--- config.mk ---
export PLATFORM = sky130hd
export DESIGN_NAME = led_show_seq
export DESIGN_NICKNAME = d
export VERILOG_FILES = /design/src/rtl/led_show_seq_pkg.sv /design/src/rtl/led_timeout_cnt.sv /design/src/rtl/led_show_seq.sv
export SDC_FILE = /design/constraint.sdc
export NUM_CORES = 1
export LEC_CHECK = 0
export CORE_MARGIN = 2
export CORE_UTILIZATION = 40
export CTS_BUF_LIST = sky130_fd_sc_hd__clkbuf_8 sky130_fd_sc_hd__clkbuf_16
export DETAILED_ROUTE_END_ITERATION = 8
export GPL_TIMING_DRIVEN = 1
export HOLD_SLACK_MARGIN = 0.05
export PLACE_DENSITY = 0.66
export SLEW_MARGIN = 25
export SYNTH_ARGS = -nofsm -noshare
export SYNTH_HDL_FRONTEND = slang
export SYNTH_HIERARCHICAL = 1
export SYNTH_SLANG_ARGS = --single-unit
--- constraint.sdc ---
create_clock -name clk -period 2.2 [get_ports clk]
set_input_delay 0.33 -clock clk [delete_from_list [all_inputs] [get_ports clk]]
set_output_delay 0.33 -clock clk [all_outputs]
set_load 0.02 [all_outputs]
--- src/rtl/led_show_seq_pkg.sv ---
// Shared types and constants for the LED chaser sequencer: FSM state
// encoding, mode/select widths and small helper functions.
package led_show_seq_pkg;

  localparam int MODE_W     = 2;
  localparam int SEL_W      = 2;
  localparam int MODE_COUNT = 4;

  typedef enum logic [1:0] {
    S_LOAD  = 2'd0,
    S_RUN   = 2'd1,
    S_DRAIN = 2'd2
  } state_t;

  // Counter width for a counter that must reach n-1; never narrower than one bit
  function automatic int cnt_width(input int n);
    return (n > 1) ? $clog2(n) : 1;
  endfunction

  // Next pattern in the auto rotation, wrapping from the last mode back to 0
  function automatic logic [MODE_W-1:0] next_mode(input logic [MODE_W-1:0] m);
    return (m == MODE_W'(MODE_COUNT - 1)) ? '0 : m + MODE_W'(1);
  endfunction

endpackage

--- src/rtl/led_timeout_cnt.sv ---
// Tick-enabled timeout counter with synchronous clear. It saturates at
// WRAP_TIMEOUT-1 and flags that terminal count so the sequencer can force
// a pending change when the pattern engine never reports a wrap.
module led_timeout_cnt
  import led_show_seq_pkg::*;
#(
  parameter int WRAP_TIMEOUT = 16
) (
  input  logic clk,
  input  logic reset,
  input  logic clear,
  input  logic tick,
  output logic term
);

  localparam int CNT_W = cnt_width(WRAP_TIMEOUT);

  logic [CNT_W-1:0] count;

  assign term = (count == CNT_W'(WRAP_TIMEOUT - 1));

  // Count ticks while enabled, holding at the terminal value
  always_ff @(posedge clk) begin
    if (!reset || clear) begin
      count <= '0;
    end else if (tick && !term) begin
      count <= count + CNT_W'(1);
    end
  end

endmodule

--- src/rtl/led_show_seq.sv ---
// Sequencer for the 8-LED chaser. Chooses the pattern mode and speed select
// fed to the pattern engine and divider mux, and only applies a change at a
// pattern wrap (or after a tick timeout) so the LEDs never jump mid-pattern.
// In auto mode it rotates through the four patterns, REPS wraps each.
module led_show_seq
  import led_show_seq_pkg::*;
#(
  parameter int REPS         = 4,
  parameter int WRAP_TIMEOUT = 16
) (
  input  logic              clk,
  input  logic              reset,
  input  logic              tick,
  input  logic              pat_wrap,
  input  logic              en_auto,
  input  logic [MODE_W-1:0] sw_mode,
  input  logic [SEL_W-1:0]  sw_sel,
  output logic [MODE_W-1:0] mode,
  output logic [SEL_W-1:0]  sel,
  output logic              load,
  output logic              busy
);

  localparam int REP_W = cnt_width(REPS);

  state_t            state;
  logic [REP_W-1:0]  rep_cnt;
  logic              rep_last;
  logic              to_term;
  logic              sw_match;
  logic              auto_step;
  logic              enter_load;
  logic              enter_drain;
  logic [MODE_W-1:0] tgt_mode;

  // In auto mode the mode switch is ignored, so only the speed select can
  // request a change; in manual mode both switches must match what is applied.
  assign sw_match  = en_auto ? (sw_sel == sel)
                             : ((sw_mode == mode) && (sw_sel == sel));
  assign rep_last  = (rep_cnt == REP_W'(REPS - 1));
  assign auto_step = en_auto && pat_wrap && rep_last;

  // LOAD with load still low only happens on the first edge after reset,
  // which is where the power-on load is performed.
  assign enter_load =
      ((state == S_LOAD) && !load) ||
      ((state == S_RUN) && (auto_step || (!sw_match && pat_wrap))) ||
      ((state == S_DRAIN) && !sw_match && (pat_wrap || (tick && to_term)));

  assign enter_drain = (state == S_RUN) && !auto_step && !sw_match && !pat_wrap;

  assign tgt_mode = !en_auto ? sw_mode :
                    (((state == S_RUN) && auto_step) || (state == S_LOAD)) ? next_mode(mode) :
                    mode;

  led_timeout_cnt #(
    .WRAP_TIMEOUT(WRAP_TIMEOUT)
  ) u_timeout (
    .clk   (clk),
    .reset (reset),
    .clear (state != S_DRAIN),
    .tick  (tick),
    .term  (to_term)
  );

  // Sequencer FSM with registered mode/sel/load/busy and the repetition counter
  always_ff @(posedge clk) begin
    if (!reset) begin
      state   <= S_LOAD;
      mode    <= '0;
      sel     <= '0;
      load    <= 1'b0;
      busy    <= 1'b1;
      rep_cnt <= '0;
    end else begin
      load <= 1'b0;
      if (enter_load) begin
        state   <= S_LOAD;
        mode    <= tgt_mode;
        sel     <= sw_sel;
        load    <= 1'b1;
        busy    <= 1'b1;
        rep_cnt <= '0;
      end else begin
        case (state)
          S_LOAD: begin
            state   <= S_RUN;
            busy    <= 1'b0;
            rep_cnt <= '0;
          end
          S_RUN: begin
            if (enter_drain) begin
              state <= S_DRAIN;
              busy  <= 1'b1;
            end else if (en_auto && pat_wrap) begin
              rep_cnt <= rep_cnt + REP_W'(1);
            end
          end
          S_DRAIN: begin
            if (sw_match) begin
              state <= S_RUN;
              busy  <= 1'b0;
            end
          end
          default: begin
            state <= S_LOAD;
            busy  <= 1'b1;
          end
        endcase
      end
      if (!en_auto) begin
        rep_cnt <= '0;
      end
    end
  end

endmodule

==> results.toml, run 1 <==
[cts]
htreeDepth = 1
path_clk_slew_ns = 0.06
insertion_delay_ns = 0.25
cts-resized-gates = 0
clockBufferDepth = 2
cts_setup_buffers = 0
cts.sinks = 14
cts_hold_buffers = 0
cts_tree = "done"
numCtsBuffers = 3
cts_root_buf = "clkbuf_8"

[global_route]
gr-usage-met2 = 0.232
globalRouteMet1Util = 0.236
grt_pass1_vias = 696
grt_pass1_wl_um = 3190
antenna_found_initial = 0
grt.total_usage = 0.166
grt_overflow = 0
globalRouteMet3Util = 0.0476
grt_busiest_layer = "met1"
grt_max_degree = 16

[floorplan]
chipWidth_um = 50.4
core_mm2 = 0.00200
initial_core_util = 0.431
die_area_mm2 = 0.00254
ios = 15
die_y_um = 50.4
rows = 16

[timing]
period_minus_slack_ns = 1.70
period_share = 0.771
rsz0062_at_grt = "false"
fin_skew_ns = 0.00674
setup_tns_ns = 0
hold_viol_final = 0
slew_viol_final = 0
fmax_mhz = 589
finalSetupViolCount = 0
tightestPinTransition_ns = 0.556
timing.slew.headroom = 0.629

[synth]
syn_area_per_cell_um2 = 8.54
synth-edff-count = 0
synth_fp_nets = 112
synthArstFlopShare = 0
ys_types = 43
yosysSeqAreaShare = 0.325
synth_ff_type = "dfxtp_1"
yosysTopAreaCell = "dfxtp_1"
ys_ff_latch = 14
synth_warnings = 6
syn_inst = 101
yosysMostFrequentCell = "nand2_1"
syn_area_um2 = 862
synth_top_area_share = 0.325
synth_common_cells = "15 x nand2_1, 14 x dfxtp_1, 7 x o21ai_0"
synth_area_leaders = "dfxtp_1 33%, nand2_1 6.5%, o21ai_0 4.1%"

[setup_path]
r2r-start = "u_timeout/count[0]"
regToRegSetupSlack_ns = 0.50
cp_max_fo = 10
cp.required_ns = 2.34
arrival_ns = 1.84
r2r_end = "rep_cnt[0]"
cp_slowest_cell = "dfxtp_1"
slowest_delay_ns = 0.38
endpoint_kind = "flip-flop"
path_class = "flip-flop to flip-flop"
cp-endpoint = "rep_cnt[0]"
cp_cell_sequence = "ha_1 -> nand3_1 -> inv_2 -> a21oi_1 -> o22ai_2 -> o21a_4 -> nor2_8 -> and4_1"
cp-start-kind = "flip-flop"
r2r_cells = 8
critPathLaunch = "u_timeout/count[0]"

[power_and_ir_drop]
p_total_w = 0.000950
switching_share = 0.341
leakagePower_nw = 0.401
ir_drop_v = 0.000552
p_seq_frac = 0.352
p_sw_w = 0.000324
power.density_mw_per_mm2 = 876
p_comb_frac = 0.384
power.share.clock = 0.264
intPower_w = 0.000626

[detailed_routing]
post-route-drc-count = 0
routedWlPerCell_um = 12.3
vias_per_cell = 5.26
detail-route-antenna-nets = 0
drt_iter0_markers = 10
vias = 758
dr.pass1.iters = 4
routed_wl_um = 1780

[cells_and_area]
area_growth_pct = 25.8
nets = 129
antenna_cells = 0
fillCellCount = 189
drive_gt1_frac = 0.128

[place]
gp_congestion = 0.786
io_buffers = 14
hpwl_um = 1260

[flow_run]
drv_cap = 0

[run_status]
status = "completed"

[hold_path]
min_path_type = "flip-flop to flip-flop"
[cell type report]
| cell class | instances | area [µm²] | area share |
|---|---|---|---|
| inverter | 4 | 15.0 | 0.0138 |
| tap | 27 | 33.8 | 0.0311 |
| clock buffer | 4 | 55.1 | 0.0507 |
| sequential | 14 | 280 | 0.258 |
| multi-input combinational | 80 | 553 | 0.510 |
| timing repair buffer | 15 | 148 | 0.136 |
[worst min-delay path by stage]
stage / cells after the start / endpoint / from / slack, ns
after CTS: 2 / sel[0] / sel[0] / 0.50
after floorplan: 2 / u_timeout/count[3] / u_timeout/count[3] / 0.46
after detailed placement: 2 / sel[0] / sel[0] / 0.49
after global placement: 2 / sel[1] / sel[1] / 0.48
final: 2 / sel[0] / sel[0] / 0.49
after global routing: 2 / u_timeout/count[3] / u_timeout/count[3] / 0.53
[worst max-delay path: cells and delay by family, from the launching register on]
family | cells | cell delay [ns]
simple gates | 3 | 0.39
buf+inv | 1 | 0.11
fa+ha+maj | 1 | 0.22
flops | 1 | 0.38
compound gates | 3 | 0.48
[layer usage]
| metal | wire length [µm] | share of wire |
|---|---|---|
| met5 | 0 | 0 |
| met3 | 93 | 0.052 |
| met4 | 26 | 0.015 |
| met2 | 782 | 0.44 |
| met1 | 875 | 0.49 |
[cell usage in the layout, fill, tap and decap left out, types with 2 or more instances in the layout]
| cell type | instances |
|---|---|
| a21boi_1 | 2 |
| a21oi_1 | 4 |
| and3_1 | 2 |
| and4_1 | 2 |
| clkbuf_8 | 4 |
| clkdlybuf4s50_1 | 14 |
| dfxtp_1 | 14 |
| ha_1 | 2 |
| inv_1 | 3 |
| mux2_1 | 2 |
| mux2i_1 | 3 |
| nand2_1 | 15 |
| nand2b_1 | 2 |
| nand3_1 | 2 |
| nand4_1 | 3 |
| nand4b_1 | 2 |
| nor2_1 | 4 |
| nor3_1 | 2 |
| o21ai_0 | 7 |
| o22ai_1 | 2 |
| xnor2_1 | 4 |
[flip-flops by register name, indices dropped and copies added, names as in the netlist]
name             flops
sel                  2
u_timeout/count      4
mode                 2
busy                 1
state                2
rep_cnt              2
load                 1
[power by group through the flow]
stage,combinational (W),sequential (W),clock [W]
final,0.000365,0.000334,0.000251
after CTS,0.000368,0.000333,0.000261
after floorplan,0.000221,0.000364,0
after detailed placement,0.000364,0.000338,0
after global placement,0.000364,0.000337,0
after global routing,0.000401,0.000338,0.000272
[metrics by stage]
step / worst slack (ns) / utilization / cells / hold slack [ns] / cell area (µm²)
2_1_floorplan: 0.723 / - / 101 / 0.465 / 862
3_3_place_gp: 0.262 / 0.514 / 140 / 0.476 / 1030
3_5_place_dp: 0.267 / 0.514 / 140 / 0.486 / 1030
4_1_cts: 0.520 / 0.542 / 144 / 0.496 / 1080
5_1_grt: 0.365 / 0.542 / 144 / 0.534 / 1080
6_report: 0.503 / 0.542 / 144 / 0.493 / 1080
[cell families after synthesis]
group	after synthesis	synth area share
muxes	5	0.0610
xor gates and xnor gates	4	0.0406
DFF	14	0.325
adders and majority gates	2	0.0290
AOI/OAI and AO/OA	26	0.225
buffers and inverters	7	0.0334
and+or+nand+nor	43	0.286
No activity file was read; power rests on OpenSTA's default activity.
==> run 2, diff against run 1 <==
Clock period 2.2 ns to 1.76 ns, I/O delays scaled along.
==> run 2 against run 1 <==
Against the previous run:
- clock power grew 23%
- clock skew shrank 0.0040 ns
- hold slack gained 0.00088 ns
- worst setup slack lost 0.36 ns
- largest cell class unchanged
- critical path depth is the same
- power grew 25%
- clock-buffer cell count is the same
==> results.toml, run 2 (synthesized netlist as in run 1, its figures left out) <==
[cts]
htreeDepth = 1
cts_setup_buffers = 0
insertion_delay_ns = 0.25
clockBufferDepth = 2
path_clk_slew_ns = 0.06
numCtsBuffers = 3
cts_tree = "done"
cts_root_buf = "clkbuf_8"
cts.sinks = 14

[global_route]
grt_max_degree = 14
antenna_found_initial = 0
grt_pass1_wl_um = 3130
grt.total_usage = 0.165
grt_overflow = 0
grt_pass1_vias = 712

[timing]
fin_skew_ns = 0.00279
timing.slew.headroom = 0.772
rsz0062_at_grt = "false"
fmax_mhz = 620
hold_viol_final = 0
setup_tns_ns = 0
tightestPinTransition_ns = 0.341
period_minus_slack_ns = 1.61
period_share = 0.916
finalSetupViolCount = 0
slew_viol_final = 0

[detailed_routing]
post-route-drc-count = 0
routed_wl_um = 1810
vias_per_cell = 5.32
detail-route-antenna-nets = 0
routedWlPerCell_um = 12.2
drt_iter0_markers = 10
dr.pass1.iters = 2
vias = 787

[setup_path]
slowest_delay_ns = 0.35
cp_cell_sequence = "ha_2 -> nand3_2 -> inv_2 -> a21oi_1 -> o22ai_2 -> o21a_4 -> nor2_8 -> and4_1"
endpoint_kind = "flip-flop"
path_class = "flip-flop to flip-flop"
cp_slowest_cell = "dfxtp_2"
cp-start-kind = "flip-flop"
cp_max_fo = 10
arrival_ns = 1.75
cp.required_ns = 1.90

[cells_and_area]
antenna_cells = 0
final_common_cell = "nand2_1"
regMostFlops = "u_timeout/count"
instances_no_fill = 148
finalInstanceArea_mm2 = 0.00112
final_cell_mix = "15 x nand2_1, 14 x clkdlybuf4s50_1, 12 x dfxtp_1"
largest_reg_flops = 4
area_growth_pct = 30.5
fin_util = 0.562
nets = 133
drive_gt1_frac = 0.190

[place]
io_buffers = 14
hpwl_um = 1330
gp_congestion = 0.823
post-place-cells = 144
place_area_mm2 = 0.00106

[flow_run]
drv_cap = 0

[floorplan]
chipWidth_um = 50.4
ios = 15
rows = 16
initial_core_util = 0.431
core_mm2 = 0.00200
die_area_mm2 = 0.00254
die_y_um = 50.4

[run_status]
status = "completed"

[power_and_ir_drop]
power.density_mw_per_mm2 = 1060
leakagePower_nw = 0.420
ir_drop_v = 0.000795

[hold_path]
min_path_type = "flip-flop to flip-flop"
==> run 2: changes by cell type in the layout (fill, tap and decap cells not counted), sizes merged <==
cell	previous run	this run
buf	1	5
==> run 2: critical path, delay by kind of cell (launching register included) <==
kind,cells,cell delay [ns]
simple gates,3,0.35
fa+ha+maj,1,0.20
buf+inv,1,0.10
flops,1,0.35
compound gates,3,0.50
==> run 2: routing by layer <==
layer  vias to the layer above  track usage  part of all wire
met4                         0       0.0541            0.0066
met1                       371        0.224              0.52
met3                         2       0.0625             0.041
met2                        12        0.239              0.44
li1                        402            -                 -
met5                         -            0                 0
==> run 2: worst paths after layout <==
check                                        start            endpoint  slack (ns)  depth (start not counted)
worst min register to register  u_timeout/count[0]  u_timeout/count[0]        0.49                          2
worst max register to register  u_timeout/count[0]          rep_cnt[0]        0.15                          8
worst min-delay path            u_timeout/count[0]  u_timeout/count[0]        0.49                          2
worst max-delay path            u_timeout/count[0]          rep_cnt[0]        0.15                          8
==> run 2: what timing repair did <==
item                                    CTS  global route
endpoints found under the setup margin    0             7
hold buffers                              0             0
resized for setup                         0             4
==> run 2: area by class of cell <==
type,instances,area [µm²]
clock buffers,4,55.1
fillers,190,877
inverters,4,15.0
multi-input cells,80,561
flip-flops and latches,14,283
well taps,27,33.8
repair buffers,19,178
==> run 2: power by group <==
group / total (W) / internal, W / switching [W]
logic: 0.000463 / 0.000228 / 0.000235
registers: 0.000415 / 0.000363 / 0.0000520
clock network: 0.000309 / 0.000198 / 0.000111
==> run 2: through the flow <==
stage	setup WS (ns)	power, W	hold WS, ns
floorplan	0.283	0.000732	0.403
CTS	0.0868	0.00120	0.498
detailed placement	-0.00880	0.000885	0.487
finish	0.148	0.00119	0.494
global route	0.0318	0.00127	0.521
global placement	0.0289	0.000882	0.475
==> run 3, diff against run 2 <==
Settings changed: ABC_AREA from default to 1, CAP_MARGIN from default to 40, CTS_CLUSTER_SIZE from default to 28, PLACE_DENSITY 0.66 to 0.67.
==> run 3 against run 2 <==
Against the previous run:
- routed wire length down 7.6%
- sequential cell count unchanged
- critical path depth down 7
- final cell count up 14%
- highest routed layer unchanged
- final area down 5.8%
- register-to-register slack better by 0.11 ns
- combinational power up 12%
- synthesized area down 2.9%
- clock power down 14%
- clock-buffer cell count down 1
- sequential power up 1%
==> results.toml, run 3 <==
[run_status]
status = "completed"

[detailed_routing]
vias = 781
dr.pass1.iters = 4
drt_iter0_markers = 13
detail-route-antenna-nets = 0
routedWlPerCell_um = 9.91
vias_per_cell = 4.62
routed_wl_um = 1680
post-route-drc-count = 0

[synth]
synth_top_area_share = 0.335
synth_xor_area_frac = 0.0105
synth_top_family_by_area = "simple AND/OR/NAND/NOR gates"
synth_common_cells = "32 x nand2_1, 18 x nor2_1, 16 x inv_1"
syn_area_um2 = 837
synth_ff_type = "dfxtp_1"
yosysSeqAreaShare = 0.335
synth_fp_nets = 135
yosysMostFrequentCell = "nand2_1"
synth_compound_area_frac = 0.106
ys_types = 24
synthArstFlopShare = 0
synth_warnings = 6
synth.mux.area_fraction = 0
ys_ff_latch = 14
syn_inst = 124
syn_area_per_cell_um2 = 6.75
yosysTopAreaCell = "dfxtp_1"
synth_area_leaders = "dfxtp_1 33%, nand2_1 14%, nor2_1 8.1%"
post_synth_and_or_nand_nor_area_fraction = 0.425
synth-edff-count = 0
synth_fa_ha_area_frac = 0.0299

[timing]
hold_ws_ns = 0.485
slew_viol_final = 0
tightestPinTransition_ns = 0.259
fmax_mhz = 651
hold_viol_final = 0
timing.slew.headroom = 0.826
period_minus_slack_ns = 1.54
period_share = 0.873
finalSetupViolCount = 0
rsz0062_at_grt = "false"
fin_skew_ns = 0.00285
setup_tns_ns = 0

[global_route]
antenna_found_initial = 0
grt_max_degree = 8
grt_pass1_vias = 766
grt.total_usage = 0.156
grt_pass1_wl_um = 2940
grt_overflow = 0

[power_and_ir_drop]
power.density_mw_per_mm2 = 1130
switching_share = 0.383
p_comb_frac = 0.431
p_seq_frac = 0.349
intPower_w = 0.000741
leakagePower_nw = 0.473
p_sw_w = 0.000459
power.share.clock = 0.220
ir_drop_v = 0.000721

[cells_and_area]
area_growth_pct = 26.6
fillCellCount = 203
largest_reg_flops = 4
register_area_um2 = 280
regMostFlops = "u_timeout/count"
final_cell_mix = "32 x nand2_1, 18 x nor2_1, 16 x inv_1"
final_common_cell = "nand2_1"
multi_input_area_um2 = 478
antenna_cells = 0
finalInstanceArea_mm2 = 0.00106
nets = 155
fin_util = 0.540
drive_gt1_frac = 0.176

[cts]
path_clk_slew_ns = 0.06
clockBufferDepth = 2
numCtsBuffers = 3
cts_root_buf = "clkbuf_8"
cts-resized-gates = 0
cts.sinks = 14
htreeDepth = 1
cts_tree = "done"
cts_setup_buffers = 0
insertion_delay_ns = 0.24
cts_hold_buffers = 0

[floorplan]
die_area_mm2 = 0.00247
core_mm2 = 0.00196
rows = 16
chipWidth_um = 49.7
ios = 15
die_y_um = 49.7
initial_core_util = 0.427

[place]
gp_congestion = 0.763
place_area_mm2 = 0.00102
io_buffers = 14
hpwl_um = 1310

[hold_path]
hp-start = "sel[0]"
holdPathEnd = "sel[0]"
min_path_type = "flip-flop to flip-flop"
min_delay_path_depth = 2

[setup_path]
cpLargestDelayFamily = "buffers and inverters"
cp-start-kind = "flip-flop"
endpoint_kind = "output pin"
r2r_end = "busy"
cp.required_ns = 1.50
crit_buf_inv = 1
r2r-start = "u_timeout/count[0]"
regToRegSetupSlack_ns = 0.26
cp_slowest_cell = "clkdlybuf4s50_1"
arrival_ns = 1.27
cp_cell_sequence = "clkdlybuf4s50_1"
path_class = "flip-flop to output pin"
r2r_cells = 9
slowest_delay_ns = 0.63
cp_max_fo = 5

[flow_run]
drv_cap = 0
-- run 3: metal layers --
metal / track usage / wire [µm] / part of all wire / vias up
met5: 0 / 0 / 0 / -
met4: 0.0694 / 24 / 0.014 / 0
met3: 0.0424 / 65 / 0.039 / 4
met2: 0.276 / 810 / 0.48 / 14
met1: 0.173 / 775 / 0.46 / 336
li1: - / - / - / 427
-- run 3: cell type report --
cell class / count / share of cell area
Multi-Input combinational cell: 89 / 0.451
Inverter: 21 / 0.0744
Sequential cell: 14 / 0.264
Tap cell: 27 / 0.0319
Clock buffer: 3 / 0.0390
Timing Repair Buffer: 15 / 0.139
-- run 3: metrics by stage --
step,total power (W),setup WS [ns],instances
2_1_floorplan,0.000774,0.401,124
3_3_place_gp,0.000933,0.0678,166
3_5_place_dp,0.000940,0.0308,166
4_1_cts,0.00122,0.206,169
5_1_grt,0.00129,0.115,169
6_report,0.00120,0.223,169
-- run 3: logic make-up after synthesis --
logic type,Yosys count
simple gates,72
fa+ha+maj,2
flops,14
xor+xnor,1
buf+inv,21
compound gates,14
-- run 3: worst max-delay path by stage --
stage          cells past startpoint          startpoint       to
2_1_floorplan                      9  u_timeout/count[0]     busy
3_3_place_gp                      10           sw_sel[1]     busy
3_5_place_dp                      10           sw_sel[1]     busy
4_1_cts                            1             mode[0]  mode[0]
5_1_grt                            9  u_timeout/count[0]     busy
6_report                           1             mode[0]  mode[0]
-- run 3: power by group through the flow --
stage	clock, W	sequential (W)	combinational (W)
after CTS	0.000273	0.000420	0.000523
after global placement	0	0.000423	0.000510
final	0.000265	0.000419	0.000517
after detailed placement	0	0.000424	0.000515
after global routing	0.000285	0.000426	0.000576
after floorplan	0	0.000471	0.000303
